--- src/rtl/sad_block_search.sv ---
// rtl/sad_block_search.sv - block SAD accumulation with minimum-SAD candidate search
//
// Accumulates |A-B| over PIXELS pixel pairs per candidate block and tracks the
// smallest SAD (and its candidate index) over CANDIDATES candidates per run.
//
// Ports:
//   clk        rising-edge clock
//   rst        synchronous active-high reset
//   start      one-cycle pulse, begins a run when idle (ignored while busy)
//   pix_valid  A_data/B_data carry a pixel pair
//   A_data     current-block pixel, unsigned 8 bit
//   B_data     candidate-block pixel, unsigned 8 bit
//   ready      pair accepted this cycle when pix_valid is also high
//   busy       search run in progress
//   sad        SAD of most recently completed candidate
//   sad_valid  one-cycle pulse, sad just updated
//   best_sad   minimum SAD of the current/last run
//   best_idx   candidate index of best_sad
//   done       one-cycle pulse, run complete and best_* final

module sad_block_search #(
    parameter int PIXELS     = 16,
    parameter int CANDIDATES = 8,
    parameter int SUM_W      = 12,
    parameter int IDX_W      = 3
) (
    input  logic             clk,
    input  logic             rst,
    input  logic             start,
    input  logic             pix_valid,
    input  logic [7:0]       A_data,
    input  logic [7:0]       B_data,
    output logic             ready,
    output logic             busy,
    output logic [SUM_W-1:0] sad,
    output logic             sad_valid,
    output logic [SUM_W-1:0] best_sad,
    output logic [IDX_W-1:0] best_idx,
    output logic             done
);

    localparam int PIX_W = $clog2(PIXELS);
    localparam logic [PIX_W-1:0] LAST_PIX  = PIX_W'(PIXELS - 1);
    localparam logic [IDX_W-1:0] LAST_CAND = IDX_W'(CANDIDATES - 1);

    typedef enum logic [1:0] {
        S_IDLE,
        S_ACCUM,
        S_DRAIN,
        S_UPDATE
    } state_t;

    state_t           state_q, state_d;
    logic [PIX_W-1:0] pix_cnt_q, pix_cnt_d;
    logic [IDX_W-1:0] cand_q, cand_d;
    logic             drain_q, drain_d;
    logic [7:0]       diff_q, diff_d;
    logic             diff_v_q, diff_v_d;
    logic [SUM_W-1:0] acc_q, acc_d;
    logic [SUM_W-1:0] sad_q, sad_d;
    logic             sad_valid_q, sad_valid_d;
    logic [SUM_W-1:0] best_sad_q, best_sad_d;
    logic [IDX_W-1:0] best_idx_q, best_idx_d;
    logic             done_q, done_d;

    logic             accept;
    logic [8:0]       diff_wide;
    logic [8:0]       diff_neg;
    logic [7:0]       diff_abs;

    always_comb begin
        state_d     = state_q;
        pix_cnt_d   = pix_cnt_q;
        cand_d      = cand_q;
        drain_d     = drain_q;
        diff_d      = diff_q;
        diff_v_d    = 1'b0;
        acc_d       = acc_q;
        sad_d       = sad_q;
        sad_valid_d = 1'b0;
        best_sad_d  = best_sad_q;
        best_idx_d  = best_idx_q;
        done_d      = 1'b0;

        accept = (state_q == S_ACCUM) && pix_valid;

        // 9-bit difference so a negative result is seen as such; the
        // magnitude of -255..255 always fits back into 8 bits.
        diff_wide = {1'b0, A_data} - {1'b0, B_data};
        diff_neg  = ~diff_wide + 9'd1;
        diff_abs  = diff_wide[8] ? diff_neg[7:0] : diff_wide[7:0];

        if (accept) begin
            diff_d   = diff_abs;
            diff_v_d = 1'b1;
        end

        // Stage 2: a registered difference joins the running sum one cycle later.
        if (diff_v_q) begin
            acc_d = acc_q + SUM_W'(diff_q);
        end

        case (state_q)
            S_IDLE: begin
                if (start) begin
                    state_d   = S_ACCUM;
                    pix_cnt_d = '0;
                    cand_d    = '0;
                    acc_d     = '0;
                end
            end
            S_ACCUM: begin
                if (accept) begin
                    pix_cnt_d = pix_cnt_q + 1'b1;
                    if (pix_cnt_q == LAST_PIX) begin
                        state_d = S_DRAIN;
                        drain_d = 1'b0;
                    end
                end
            end
            S_DRAIN: begin
                // Two cycles: the last difference is registered, then summed.
                drain_d = 1'b1;
                if (drain_q) begin
                    state_d     = S_UPDATE;
                    sad_d       = acc_q;
                    sad_valid_d = 1'b1;
                end
            end
            S_UPDATE: begin
                // Strict compare: on a tie the earlier candidate is kept.
                if ((cand_q == '0) || (sad_q < best_sad_q)) begin
                    best_sad_d = sad_q;
                    best_idx_d = cand_q;
                end
                acc_d     = '0;
                pix_cnt_d = '0;
                if (cand_q == LAST_CAND) begin
                    state_d = S_IDLE;
                    done_d  = 1'b1;
                end else begin
                    cand_d  = cand_q + 1'b1;
                    state_d = S_ACCUM;
                end
            end
            default: begin
                state_d = S_IDLE;
            end
        endcase
    end

    always_ff @(posedge clk) begin
        if (rst) begin
            state_q     <= S_IDLE;
            pix_cnt_q   <= '0;
            cand_q      <= '0;
            drain_q     <= 1'b0;
            diff_q      <= '0;
            diff_v_q    <= 1'b0;
            acc_q       <= '0;
            sad_q       <= '0;
            sad_valid_q <= 1'b0;
            best_sad_q  <= '0;
            best_idx_q  <= '0;
            done_q      <= 1'b0;
        end else begin
            state_q     <= state_d;
            pix_cnt_q   <= pix_cnt_d;
            cand_q      <= cand_d;
            drain_q     <= drain_d;
            diff_q      <= diff_d;
            diff_v_q    <= diff_v_d;
            acc_q       <= acc_d;
            sad_q       <= sad_d;
            sad_valid_q <= sad_valid_d;
            best_sad_q  <= best_sad_d;
            best_idx_q  <= best_idx_d;
            done_q      <= done_d;
        end
    end

    assign ready     = (state_q == S_ACCUM);
    assign busy      = (state_q != S_IDLE);
    assign sad       = sad_q;
    assign sad_valid = sad_valid_q;
    assign best_sad  = best_sad_q;
    assign best_idx  = best_idx_q;
    assign done      = done_q;

endmodule

--- config.mk ---
export PLATFORM = sky130hd
export DESIGN_NAME = sad_block_search
export DESIGN_NICKNAME = d
export VERILOG_FILES = /design/src/rtl/sad_block_search.sv
export SDC_FILE = /design/constraint.sdc
export NUM_CORES = 1
export LEC_CHECK = 0
export CAP_MARGIN = 20
export CORE_MARGIN = 2
export CORE_UTILIZATION = 51
export DETAILED_ROUTE_END_ITERATION = 8
export GPL_TIMING_DRIVEN = 0
export PLACE_DENSITY = 0.76
export REMOVE_ABC_BUFFERS = 1
export SETUP_SLACK_MARGIN = 0.1
export SKIP_LAST_GASP = 1
export SLEW_MARGIN = 40
export SYNTH_ARGS = -nofsm -noshare
export SYNTH_HDL_FRONTEND = slang
export SYNTH_SLANG_ARGS = --single-unit
--- constraint.sdc ---
create_clock -name clk -period 4.7 [get_ports clk]
set_input_delay 0.47 -clock clk [delete_from_list [all_inputs] [get_ports clk]]
set_output_delay 0.47 -clock clk [all_outputs]
set_load 0.01 [all_outputs]
==> results.md <==
* Status: complete, no violations
* CP startpoint kind: input port
* Max Cap Viol at 0
* Max frequency at 375 MHz
* Area Overhead vs Synth at 21.4%
* Final WL at 7.06 mm
* First-pass GRT wire length at 12.0 mm
* CTS Root Cell: clkbuf_8
* Main combinational cell family by area after synthesis: compound AO/OA/AOI/OAI gates
* Setup TNS at 0 ns
* Post-synth top cells: dfxtp_1, a21oi_1, nand2_1
* Worst EP arrival at 2.86 ns
* DP Worst Slack at 1.68 ns
* Sequential cell area at 1200 sq um
* Pwr dens at 350 nW/um^2
* Tcrit/Tclk final at 56.8%
* H-tree depth at 3
* Post-Synth Adder-Cell Area at 14.0%
* Antenna violations before repair at 0
* Worst stage delay on the critical path at 0.47 ns
* CTS tree: done
* R2R Setup Slk at 2.16 ns
* Endpoints failing hold at 0
* Worst setup margin at 2.03 ns
* Vias in the first global route at 2852
* WP depth at 11
* Clk Latency, worst-skew pair at 0.34 ns
* Setup crit end: diff_q[2]
* Clk slew on worst S/H paths at 0.06 ns
* Crit path launch: B_data[0]
* Die ar. at 7560 sq um
* Quantity of I/O buffers inserted on ports at 50
* Starting density of the core at 52.2%
* Die Wd at 87.0 um
* Max Slew Vio Count at 0
* Share of cells above drive strength 1 at 4.60%
* Share of the synthesized area in the top cell type at 34.2%
* Mean Syn Cell Area at 8.18 sq um
* IO Pins at 51
* Leakage at 1.67 nW
* Drt initial violations at 98
* Floorplan core area at 6720 sq um
* # DRC at 0
* R2r startpoint: diff_q[0]
* Worst Reg-to-Reg Cells at 9
* CP delay by family, top: simple AND/OR/NAND/NOR gates
* Drt wl/cell at 12.6 um
* Final std cells w/o fill at 558
* FP Rows at 30
* HP Class: reg -> reg
* Crit end category: register
* Fillers at 573
* Fraction of the mapped netlist area in compound gates at 20.0%
* Area of the multi-input gates at 2110 sq um
* Synth cell types at 48
* Routability cong. at 0.815
* Nets at 531
* Mapped Area at 3510 sq um
* Design Power at 1.49 mW
* Biggest area consumer among synthesized cells: dfxtp_1
* Mux cell area share after synthesis at 2.00%
* Fin Hold WS at 0.464 ns
* Max IR drop VDD at 146 uV
* Gates resized, CTS repair at 0
* Worst slew pin tran at 0.643 ns
* # Post-CTS Setup Buffers at 0
* Post-synth EDFFs at 0
* Post-synthesis sequential area ratio at 34.2%
* Top post-synthesis cells by area: dfxtp_1, ha_1, a21oi_1
* Dpl cells at 542
* GRT Overall Usage at 19.4%
* XOR/XNOR share of the synthesized area at 4.17%
* Remaining Overflow, GRT at 0
* Vias per cell at 5.61
* Top-count cell post-synth: dfxtp_1
* Routed vias at 3133
* Final setup fails at 0
* Ys flop type: dfxtp_1
* Clock Tree Buf Depth at 2
* Slew headroom at 57.1%
* Cts hold-fix bufs at 0
* Crit path time final at 2.67 ns
* RSZ-0062 raised after global routing: false
* Worst Path Buf+Inv at 2
* Worst path required time at 4.90 ns
* ANT cells at 0
* CP Max Fanout at 9
* DP HPWL at 5.13 mm
* R2r endpoint: acc_q[8]
* Antenna Nets Post-Route at 0
* Detailed-router iteration count before antenna repair at 4
* Total CTS buffers at 9
* Clock Sinks at 60
* Post-synth ARST share at 0%
* Critical path class: in -> reg
* Ys Warns at 0
* Worst Clk Skew at 0.0121 ns
* Worst path cell trace: clkdlybuf4s50_1, ha_1, inv_1, fa_1, a21o_1, nand4_1, nand3_2, a31o_1, or3_2, nand3_1, a21oi_1
* Largest net degree at the start of global routing at 50
* Register bit total from synthesis at 60
* Simple-gate area share of the yosys netlist at 19.6%
* Die Span Y at 87.0 um
* Post-Syn Instances at 429
* Slowest cell on the critical path: or3_2
[placed cells by master, fill, tap and decap left out, types with 3 or more instances in the layout]
| cell | Yosys | routed |
|---|---|---|
| nand3b_1 | 6 | 6 |
| ha_1 | 36 | 36 |
| nand2_1 | 44 | 44 |
| bufinv_16 | 0 | 3 |
| xor2_1 | 4 | 4 |
| xnor2_1 | 10 | 10 |
| nand4_1 | 4 | 4 |
| nand3_1 | 21 | 21 |
| nor2_1 | 34 | 34 |
| a21o_1 | 11 | 11 |
| a211oi_1 | 8 | 8 |
| mux2i_1 | 7 | 7 |
| nor3_1 | 10 | 10 |
| a31oi_1 | 4 | 4 |
| clkbuf_8 | 0 | 9 |
| o21a_1 | 3 | 3 |
| nand2b_1 | 8 | 8 |
| o21ai_0 | 25 | 24 |
| or3_1 | 4 | 4 |
| dfxtp_1 | 60 | 60 |
| clkdlybuf4s50_1 | 0 | 49 |
| a21oi_1 | 49 | 49 |
| inv_1 | 31 | 31 |
| a22oi_1 | 3 | 3 |
[flip-flops by register name, summed over array words and instances, names as in the netlist]
signal and count:
acc_q 12, best_idx 3, best_sad 12, cand_q 3, diff_q 8, diff_v_q 1
done 1, drain_q 1, pix_cnt_q 4, sad 12, sad_valid 1, state_q 2
[stage by stage]
step           area [sq um]  utilization (%)
3_5_place_dp           4030             59.9
4_1_cts                4260             63.4
2_1_floorplan          3420                -
6_report               4260             63.4
5_1_grt                4260             63.4
3_3_place_gp           4020             59.8
[worst min path at each step]
| stage | end | depth (start not counted) | from | slack (ns) |
|---|---|---|---|---|
| final | best_idx[2] | 2 | best_idx[2] | 0.46 |
| after global routing | best_idx[2] | 2 | best_idx[2] | 0.50 |
| after CTS | best_idx[2] | 2 | best_idx[2] | 0.47 |
| after detailed placement | best_idx[2] | 2 | best_idx[2] | 0.46 |
| after global placement | diff_q[2] | 2 | diff_q[2] | 0.45 |
| after floorplan | diff_q[2] | 2 | diff_q[2] | 0.43 |
[report_power, final]
group,switching [mW],internal [mW]
clock network,0.199,0.351
logic,0.219,0.152
registers,0.0307,0.539
total,0.449,1.04
[worst min-delay path, delay by kind of cell, from the launching register on]
| family | cells | cell delay, ns |
|---|---|---|
| AOI/OAI and AO/OA | 1 | 0.05 |
| and+or+nand+nor | 1 | 0.06 |
| DFF | 1 | 0.31 |
[layout make-up]
type                    count  share of cell area (%)
repair buffers             51                    11.8
flip-flops and latches     60                    28.2
inverters                  31                    2.73
clock buffers              11                    3.08
multi-input cells         320                    49.5
well taps                  80                    2.35
clock inverters             5                    2.35
[routing by layer]
metal / GRT usage (%) / vias to the layer above / share of wire, %
met5: 0 / - / 0
met4: 8.81 / 0 / 1.4
met3: 4.64 / 10 / 4.5
met2: 33.9 / 86 / 50
met1: 22.4 / 1437 / 45
li1: - / 1600 / -
[kinds of logic (layout without fill, tap and decap cells)]
| kind of cell | count (synthesis) | after routing |
|---|---|---|
| multiplexers | 7 | 7 |
| buffers and inverters | 49 | 98 |
| AND/OR/NAND/NOR | 143 | 143 |
| flip-flops | 60 | 60 |
| XOR/XNOR | 15 | 15 |
| AO/OA/AOI/OAI | 117 | 117 |
| adder cells (fa/ha/maj) | 38 | 38 |
(Power assumes the default switching activity.)
